### config.mk
export PLATFORM = sky130hd
export DESIGN_NAME = disp_scheduler
export DESIGN_NICKNAME = d
export VERILOG_FILES = /design/src/rtl/disp_pkg.sv /design/src/rtl/disp_scheduler_rr_arbiter.sv /design/src/rtl/disp_scheduler.sv
export SDC_FILE = /design/constraint.sdc
export NUM_CORES = 1
export LEC_CHECK = 0
export CAP_MARGIN = 20
export CORE_ASPECT_RATIO = 0.6
export CORE_MARGIN = 3
export CORE_UTILIZATION = 30
export DETAILED_ROUTE_END_ITERATION = 8
export GPL_TIMING_DRIVEN = 1
export HOLD_SLACK_MARGIN = 0.08
export SETUP_SLACK_MARGIN = 0.3
export SYNTH_ARGS = -nofsm -noshare
export SYNTH_HDL_FRONTEND = slang
export SYNTH_SLANG_ARGS = --single-unit
### constraint.sdc
create_clock -name clk -period 3.5 [get_ports clk]
set_clock_uncertainty 0.15 [all_clocks]
set_input_delay 0.7 -clock clk [delete_from_list [all_inputs] [get_ports clk]]
set_output_delay 0.7 -clock clk [all_outputs]
set_load 0.02 [all_outputs]
### src/rtl/disp_pkg.sv
// disp_pkg: shared widths, FSM state type and blank value for the display scheduler.
// Revision: 1.0
`default_nettype none

package disp_pkg;

  localparam int DIGITS = 3;
  localparam int VAL_W  = DIGITS * 4;

  typedef enum logic [1:0] {
    ST_IDLE = 2'd0,
    ST_SHOW = 2'd1,
    ST_GAP  = 2'd2
  } state_t;

  localparam logic [VAL_W-1:0] BLANK_VAL = 12'h000;

endpackage

`default_nettype wire

### src/rtl/disp_scheduler_rr_arbiter.sv
// rr_arbiter: combinational round-robin pick, first set request after ptr (cyclic).
// Revision: 1.0
`default_nettype none

module rr_arbiter #(
  parameter int N  = 4,
  parameter int PW = (N > 1) ? $clog2(N) : 1
) (
  input  logic [N-1:0]  req,
  input  logic [PW-1:0] ptr,
  output logic [N-1:0]  win_oh,
  output logic [PW-1:0] win_idx,
  output logic          any
);

  logic [PW-1:0] w_j;

  // Scan ptr+1 .. ptr+N so the current pointer holder is considered last.
  always_comb begin
    win_oh  = '0;
    win_idx = '0;
    any     = 1'b0;
    w_j     = '0;
    for (int k = 1; k <= N; k++) begin
      w_j = PW'((int'(ptr) + k) % N);
      if (!any && req[w_j]) begin
        any         = 1'b1;
        win_oh[w_j] = 1'b1;
        win_idx     = w_j;
      end
    end
  end

endmodule

`default_nettype wire

### src/rtl/disp_scheduler.sv
// disp_scheduler: round-robin time-sharing of a 3-digit hex display with hold windows and blank gaps.
// Revision: 1.0
`default_nettype none

module disp_scheduler
  import disp_pkg::*;
#(
  parameter int NREQ = 4,
  parameter int HOLD = 1024,
  parameter int GAP  = 16
) (
  input  logic                  clk,
  input  logic                  rst,
  input  logic [NREQ-1:0]       req,
  input  logic [NREQ*VAL_W-1:0] val,
  output logic [NREQ-1:0]       grant,
  output logic [NREQ-1:0]       ack,
  output logic [VAL_W-1:0]      disp_val,
  output logic                  disp_blank,
  output logic                  busy
);

  localparam int PW = $clog2(NREQ);
  localparam int HW = (HOLD > 1) ? $clog2(HOLD) : 1;
  localparam int GW = (GAP > 1) ? $clog2(GAP) : 1;

  state_t          r_state;
  logic [PW-1:0]   r_ptr;
  logic [HW-1:0]   r_hold;
  logic [GW-1:0]   r_gap;

  logic [NREQ-1:0] w_win_oh;
  logic [PW-1:0]   w_win_idx;
  logic            w_any;
  logic [VAL_W-1:0] w_win_val;
  logic [VAL_W-1:0] w_own_val;
  logic            w_others;

  rr_arbiter #(.N(NREQ), .PW(PW)) u_arb (
    .req     (req),
    .ptr     (r_ptr),
    .win_oh  (w_win_oh),
    .win_idx (w_win_idx),
    .any     (w_any)
  );

  assign w_win_val = val[w_win_idx*VAL_W +: VAL_W];
  assign w_own_val = val[r_ptr*VAL_W +: VAL_W];
  assign w_others  = |(req & ~grant);
  assign busy      = (r_state != ST_IDLE);

  always_ff @(posedge clk or posedge rst) begin
    if (rst) begin
      r_state    <= ST_IDLE;
      r_ptr      <= PW'(NREQ - 1);
      r_hold     <= '0;
      r_gap      <= '0;
      grant      <= '0;
      ack        <= '0;
      disp_val   <= BLANK_VAL;
      disp_blank <= 1'b1;
    end else begin
      ack <= '0;
      case (r_state)
        ST_IDLE: begin
          if (w_any) begin
            r_state    <= ST_SHOW;
            grant      <= w_win_oh;
            r_ptr      <= w_win_idx;
            r_hold     <= HW'(HOLD - 1);
            disp_val   <= w_win_val;
            disp_blank <= 1'b0;
          end
        end
        ST_SHOW: begin
          if (r_hold == '0) begin
            // Expiry wins over a same-cycle req drop, so the ack is always issued here.
            ack <= grant;
            if (req[r_ptr] && !w_others) begin
              r_hold   <= HW'(HOLD - 1);
              disp_val <= w_own_val;
            end else begin
              r_state    <= ST_GAP;
              grant      <= '0;
              disp_blank <= 1'b1;
              r_gap      <= GW'(GAP - 1);
            end
          end else if (!req[r_ptr]) begin
            r_state    <= ST_GAP;
            grant      <= '0;
            disp_blank <= 1'b1;
            r_gap      <= GW'(GAP - 1);
          end else begin
            r_hold   <= r_hold - 1'b1;
            disp_val <= w_own_val;
          end
        end
        ST_GAP: begin
          if (r_gap == '0) begin
            if (w_any) begin
              r_state    <= ST_SHOW;
              grant      <= w_win_oh;
              r_ptr      <= w_win_idx;
              r_hold     <= HW'(HOLD - 1);
              disp_val   <= w_win_val;
              disp_blank <= 1'b0;
            end else begin
              r_state <= ST_IDLE;
            end
          end else begin
            r_gap <= r_gap - 1'b1;
          end
        end
        default: begin
          r_state    <= ST_IDLE;
          grant      <= '0;
          disp_blank <= 1'b1;
        end
      endcase
    end
  end

endmodule

`default_nettype wire

### Word-level counts from Yosys, hierarchy flattened

Cells that the tools add are included.

| word-level totals | value |
|---|---|
| flip-flop bits (word level) | 39 |
| output and inout port bits | 22 |
| logic and storage cells | 137 |

| operators by class | value |
|---|---|
| $add $sub $neg | 6 |
| $mul | 2 |
| $lt $le $gt $ge | 9 |
| eq/ne operators | 9 |
| shifts and indexed selects | 2 |
| multiplexer cells | 71 |
| bitwise operators | 5 |
| reductions and logical operators | 25 |

Operators with widths:

| kind | count |
|---|---|
| 48-bit by 7-bit variable part select with 12-bit output | 2 |
| 12-bit 2-to-1 mux | 5 |
| 4-bit 2-to-1 mux | 15 |
| 10-bit 2-to-1 mux | 5 |
| 12-bit one-hot mux with 3 select lines | 1 |
| 10-bit one-hot mux with 3 select lines | 1 |
| 2-bit 2-to-1 mux | 11 |
| 1-bit 2-to-1 mux | 19 |
| 2-bit by 3-bit < comparator with 1-bit output, second input constant | 5 |
| 3-bit inequality test, second input constant | 4 |
| 4-bit bitwise OR | 3 |
| 4-bit one-hot mux with 3 select lines | 1 |
| 4-bit AND reduction | 3 |
| 1-bit binary-select mux with 2-bit select | 5 |
| 10-bit zero test | 1 |
| 10-bit by 1-bit subtractor with 10-bit output, second input constant | 1 |
| 1-bit demux with 2-bit select | 4 |
| 2-bit by 1-bit >= comparator with 1-bit output, second input constant | 4 |
| 1-bit logical AND | 8 |
| 2-bit by 2-bit multiplier with 4-bit output, second input constant | 2 |
| 4-bit one-hot mux with 2 select lines | 1 |
| 2-bit one-hot mux with 3 select lines | 1 |
| 2-bit nonzero test | 3 |
| 2-bit by 1-bit adder with 2-bit output, second input constant | 2 |
| 17 further kinds | 22 |

### Longest topological paths before layout

| logic depth | value |
|---|---|
| depth in word-level cells | 18 |
| depth in mapped cells | 10 |

### Hierarchy

A second synthesis with hierarchy kept.

| unflattened totals | value |
|---|---|
| cell total of the unflattened synthesis | 262 |
| area, all modules | 2777.7 µm² |

Modules (own cells, without submodules):

| module | instances | cells each | area an instance (µm²) | seq. area each (µm²) |
|---|---|---|---|---|
| disp_scheduler | 1 | 176 | 2148.3 | 979.7 |
| rr_arbiter | 1 | 86 | 629.4 | 0.0 |

### Worst setup path after synthesis

OpenSTA, ideal clock, no wires.

| timing | value |
|---|---|
| path type | flip-flop to flip-flop |
| from | register r_ptr[0] |
| to | register disp_val[1] |
| data arrival time | 2.789 ns |
| required time | 3.256 ns |
| setup slack | 0.468 ns |
| cell stages (with the launch flop) | 11 |
| path buffers | 2 |
| clock period less this slack | 3.032 ns |
| path through | dfstp_2 buf_6 inv_1 ha_1 mux4_2 nor2b_4 or3_1 buf_2 nor2_1 o32a_1 a221oi_2 |

| between the ends | value |
|---|---|
| cells in the longest elaborated chain, start to end | 18 |

Ends and longest elaborated chain:

| what | RTL line | text |
|---|---|---|
| start, declared | disp_scheduler.sv:28 | `logic [PW-1:0] r_ptr;` |
| start signal, assigned | disp_scheduler.sv:55 | `r_ptr <= PW'(NREQ - 1);` |
| start signal, assigned | disp_scheduler.sv:69 | `r_ptr <= w_win_idx;` |
| start signal, assigned | disp_scheduler.sv:103 | `r_ptr <= w_win_idx;` |
| 2-bit by 1-bit adder with 2-bit output | disp_scheduler_rr_arbiter.sv:25 | `w_j = PW'((int'(ptr) + k) % N);` |
| 1-bit binary-select mux with 2-bit select | disp_scheduler_rr_arbiter.sv:26 | `if (!any && req[w_j]) begin` |
| 1-bit 2-to-1 mux (not written as such) | disp_scheduler_rr_arbiter.sv:26 |  |
| 1-bit 2-to-1 mux | disp_scheduler_rr_arbiter.sv:26 |  |
| 1-bit zero test | disp_scheduler_rr_arbiter.sv:26 |  |
| 1-bit logical AND | disp_scheduler_rr_arbiter.sv:26 |  |
| 1-bit 2-to-1 mux | disp_scheduler_rr_arbiter.sv:26 |  |
| 1-bit zero test | disp_scheduler_rr_arbiter.sv:26 |  |
| [2 not listed] | - |  |
| 1-bit zero test | disp_scheduler_rr_arbiter.sv:26 |  |
| 1-bit logical AND | disp_scheduler_rr_arbiter.sv:26 |  |
| 2-bit 2-to-1 mux | disp_scheduler_rr_arbiter.sv:26 |  |
| 2-bit by 2-bit multiplier with 4-bit output | disp_scheduler.sv:47 | `assign w_win_val = val[w_win_idx*VAL_W +: VAL_W];` |
| 48-bit by 7-bit variable part select with 12-bit output | disp_scheduler.sv:47 |  |
| 12-bit 2-to-1 mux | disp_scheduler.sv:66, disp_scheduler.sv:100 |  |
| 12-bit 2-to-1 mux | disp_scheduler.sv:99 | `if (r_gap == '0) begin` |
| 12-bit one-hot mux with 3 select lines | disp_scheduler.sv:64 | `case (r_state)` |
| end signal, assigned | disp_scheduler.sv:71 | `disp_val <= w_win_val;` |
| end signal, assigned | disp_scheduler.sv:95 | `disp_val <= w_own_val;` |
| end signal, assigned | disp_scheduler.sv:105 | `disp_val <= w_win_val;` |
| end, declared | disp_scheduler.sv:18 | `output logic [VAL_W-1:0] disp_val,` |

Several ways; a longest one is shown, not always the timed one. The select of a mux whose other input is x is not followed.
A chain may end at the register's enable or synchronous reset.

### Worst setup path in the final report

| timing | value |
|---|---|
| from | input req[2] |
| to | register disp_val[0] |

| between the ends | value |
|---|---|
| cells in the longest elaborated chain, start to end | 17 |

Ends and longest elaborated chain:

| what | RTL line | text |
|---|---|---|
| start, declared | disp_scheduler.sv:14 | `input logic [NREQ-1:0] req,` |
| 1-bit binary-select mux with 2-bit select | disp_scheduler_rr_arbiter.sv:26 |  |
| 1-bit 2-to-1 mux (not written as such) | disp_scheduler_rr_arbiter.sv:26 |  |
| 1-bit 2-to-1 mux | disp_scheduler_rr_arbiter.sv:26 |  |
| 1-bit zero test | disp_scheduler_rr_arbiter.sv:26 |  |
| 1-bit logical AND | disp_scheduler_rr_arbiter.sv:26 |  |
| 1-bit 2-to-1 mux | disp_scheduler_rr_arbiter.sv:26 |  |
| 1-bit zero test | disp_scheduler_rr_arbiter.sv:26 |  |
| 1-bit logical AND | disp_scheduler_rr_arbiter.sv:26 |  |
| 1-bit 2-to-1 mux | disp_scheduler_rr_arbiter.sv:26 |  |
| 1-bit zero test | disp_scheduler_rr_arbiter.sv:26 |  |
| 1-bit logical AND | disp_scheduler_rr_arbiter.sv:26 |  |
| 2-bit 2-to-1 mux | disp_scheduler_rr_arbiter.sv:26 |  |
| 2-bit by 2-bit multiplier with 4-bit output | disp_scheduler.sv:47 |  |
| 48-bit by 7-bit variable part select with 12-bit output | disp_scheduler.sv:47 |  |
| 12-bit 2-to-1 mux | disp_scheduler.sv:66, disp_scheduler.sv:100 |  |
| 12-bit 2-to-1 mux | disp_scheduler.sv:99 |  |
| 12-bit one-hot mux with 3 select lines | disp_scheduler.sv:64 |  |

Several ways; a longest one is shown, not always the timed one. The select of a mux whose other input is x is not followed.

==> reports/results.txt <==
Kind of cell adding the most delay to the critical path -> compound AO/OA/AOI/OAI gates
Largest net degree at the start of global routing -> 40
Top post-synthesis cells by area -> dfrtp_1 (31%), mux2i_1 (11%), a221oi_2 (5.6%)
Die Span Y -> 82.5 um
Layout area overhead -> 41.3%
Worst min path class -> flop to flop
Yosys top cell by area -> dfrtp_1
1st-iter DRT viols -> 367
Relative slew slack -> 0.642
Critical Path AT -> 3.17 ns
Hold Startpoint -> disp_blank
Setup TNS -> 0 ns
PwrDens -> 1000 nW/um^2
Final setup fails -> 0
Crit path from -> req[2]
CTS sink cnt -> 39
# DRC -> 0
Share of layout cells above drive strength 1 -> 0.156
Sequential element share of the synthesized area -> 0.335
Max-cap violations -> 0
RSZ-0062 raised after global routing -> yes
Crit Path Category -> input port to flop
Core ar. -> 9320 sq um
Starting Density -> 0.314
Final Hold Viols -> 0
Main synth FF type -> dfrtp_1
Ratio of final minimum period to clock period -> 0.894
Top-area cell type share of the netlist area -> 0.308
Tot GR Track Use -> 0.163
Reg2Reg Setup Slack -> 0.45 ns
Hold-fix buffers, CTS -> 0
R2R Path Start -> r_ptr[0]
Library cells used by synthesis -> 54
Filler cells -> 932
Gpl congestion -> 0.810
Reg area -> 980 sq um
Via count -> 2820
Mapped Area -> 2930 sq um
ANT cells -> 0
Clk buf depth -> 2
Number of port buffers -> 75
Post-synth ARST share -> 1.00
Number of buffers and inverters on the critical path -> 2
Grt total ovfl -> 0
Worst-path maximum fanout -> 12
Tot Pwr -> 4.14 mW
Clock root buffer -> clkbuf_16
Final Slew Violations -> 0
Final WL -> 8980 um
Post-detail-place hpwl -> 6890 um
Syn_area_per_cell -> 9.23 sq um
Flops & latches, synth -> 39
Initial antenna violation count -> 0
Crit path time final -> 3.13 ns
CP max stage cell -> mux4_2
Post-synth EDFFs -> 0
Max H-tree Level -> 2
Max VDD drop -> 0.000474 V
Die footprint -> 11000 sq um
Leakage -> 1.66 nW
Vias/cell -> 5.27
Area of the multi-input gates -> 1790 sq um
CP Capture Type -> flop
IO Count -> 76
Max Fclk -> 320 MHz
Syn nets -> 381
Worst-Margin Slew -> 0.536 ns
Final ANT Viol Nets -> 0
Worst-Skew Late Latency -> 0.28 ns
First-pass GRT wire length -> 14100 um
Slowest stage delay, CP -> 0.51 ns
CP Launch Type -> input port
Yosys warns -> 0
Die extent in x -> 133 um
Vias in the first global route -> 2585
Detailed Routing Iterations Pass 1 -> 5
Dpl ws -> 0.00488 ns
CTS clk-pin slew, worst paths -> 0.06 ns
Nets -> 468
FP Rows -> 27
Crit path required time -> 3.54 ns
Crit-path cells -> clkdlybuf4s50_1, mux4_2, nand2b_4, buf_4, a211o_1, o31a_1, and2_4, a221oi_2
WL/cell -> 16.8 um
Post-route worst setup slack -> 0.371 ns
Status -> complete, no violations
TritonCTS Buffers -> 5
Post-Syn Instances -> 317
CTS tree -> built
[per-layer routing]
| metal | vias to the layer above | routed length, um | GRT usage |
|---|---|---|---|
| met3 | 7 | 625 | 0.0278 |
| met4 | 0 | 74 | 0.0370 |
| met1 | 1363 | 4570 | 0.260 |
| met5 | - | 0 | 0 |
| met2 | 105 | 3700 | 0.223 |
| li1 | 1345 | - | - |
[per-stage QoR]
| stage | cells | utilization | hold slack [ns] | area (sq um) |
|---|---|---|---|---|
| floorplan | 317 | - | 0.301 | 2930 |
| global placement | 527 | 0.423 | 0.317 | 3940 |
| detailed placement | 527 | 0.423 | 0.317 | 3940 |
| CTS | 535 | 0.442 | 0.326 | 4120 |
| global route | 535 | 0.443 | 0.353 | 4130 |
| finish | 535 | 0.443 | 0.321 | 4130 |
[state kept, by name, summed over array words and instances, names as in the netlist]
register    flops
disp_val       12
r_hold         10
ack             4
grant           4
r_gap           4
r_ptr           2
r_state         2
disp_blank      1
[timing repair]
| item | 4_1_cts | 5_1_grt |
|---|---|---|
| hold endpoints to repair | 0 | 0 |
| gates cloned | 0 | 0 |
| buffers inserted | 0 | 0 |
| setup endpoints to repair | 2 | 12 |
| resized for setup | 1 | 3 |
[cells in the mapped netlist (all sizes together) (2+ instances only)]
| cell type | n |
|---|---|
| mux2i | 31 |
| xor2 | 2 |
| a22oi | 5 |
| nand2 | 16 |
| nand2b | 11 |
| o31ai | 2 |
| dfrtp | 36 |
| nor2b | 5 |
| a221oi | 12 |
| a21oi | 14 |
| nor3 | 4 |
| o21ai | 22 |
| o22ai | 6 |
| nor4 | 5 |
| and2 | 3 |
| dfstp | 3 |
| nor2 | 44 |
| buf | 11 |
| nand3 | 3 |
| o32a | 12 |
| or2 | 2 |
| clkbuf | 10 |
| or3 | 3 |
| ha | 10 |
| a211oi | 4 |
| inv | 15 |
| mux2 | 2 |
| a31oi | 6 |
| mux4 | 3 |
[cells in the final DEF, fill, tap and decap left out, types with 10 or more instances in the layout]
cell	Yosys	final
o21ai_0	21	21
buf_4	2	24
inv_1	15	15
ha_1	10	10
nor2_1	44	44
a21oi_1	11	11
mux2i_1	31	31
o32a_1	12	12
nand2_1	16	16
dfrtp_1	36	36
nand2b_1	10	10
a221oi_2	11	12
clkdlybuf4s50_1	0	75
[cell families (layout without fill, tap and decap cells)]
family                   after synthesis  after routing  share of synthesized area
buffers and inverters                 36            124                     0.0586
adder cells (fa/ha/maj)               10             10                     0.0428
AO/OA/AOI/OAI                         92             92                      0.247
AND/OR/NAND/NOR                      101            101                      0.171
XOR/XNOR                               3              3                    0.00898
multiplexers                          36             36                      0.137
flip-flops                            39             39                      0.335
[path summary, 6_finish.rpt]
path                       cells past startpoint           to
min in group asynchronous                      3       ack[1]
setup / recovery                               8  disp_val[0]
hold reg to reg                                2   disp_blank
setup reg to reg                               9  disp_val[0]
hold / removal                                 2   disp_blank
max in group asynchronous                      3   disp_blank
[report_power, final]
group / switching [mW] / total, mW / internal, mW
Sequential: 0.100 / 0.717 / 0.617
Combinational: 1.56 / 2.91 / 1.34
Clock: 0.182 / 0.518 / 0.336
[worst min-delay path: stages (launching register included)]
cell     delay, ns
dfstp_2       0.37
inv_1         0.04
o22ai_1       0.05
[area by class of cell]
cell class,count,area share
sequential,39,0.237
multi-input combinational,242,0.434
timing repair buffer,101,0.235
tap,130,0.0394
clock buffer,5,0.0303
inverter,15,0.0136
clock inverter,3,0.0106
Power figures use the tool's default switching activity.
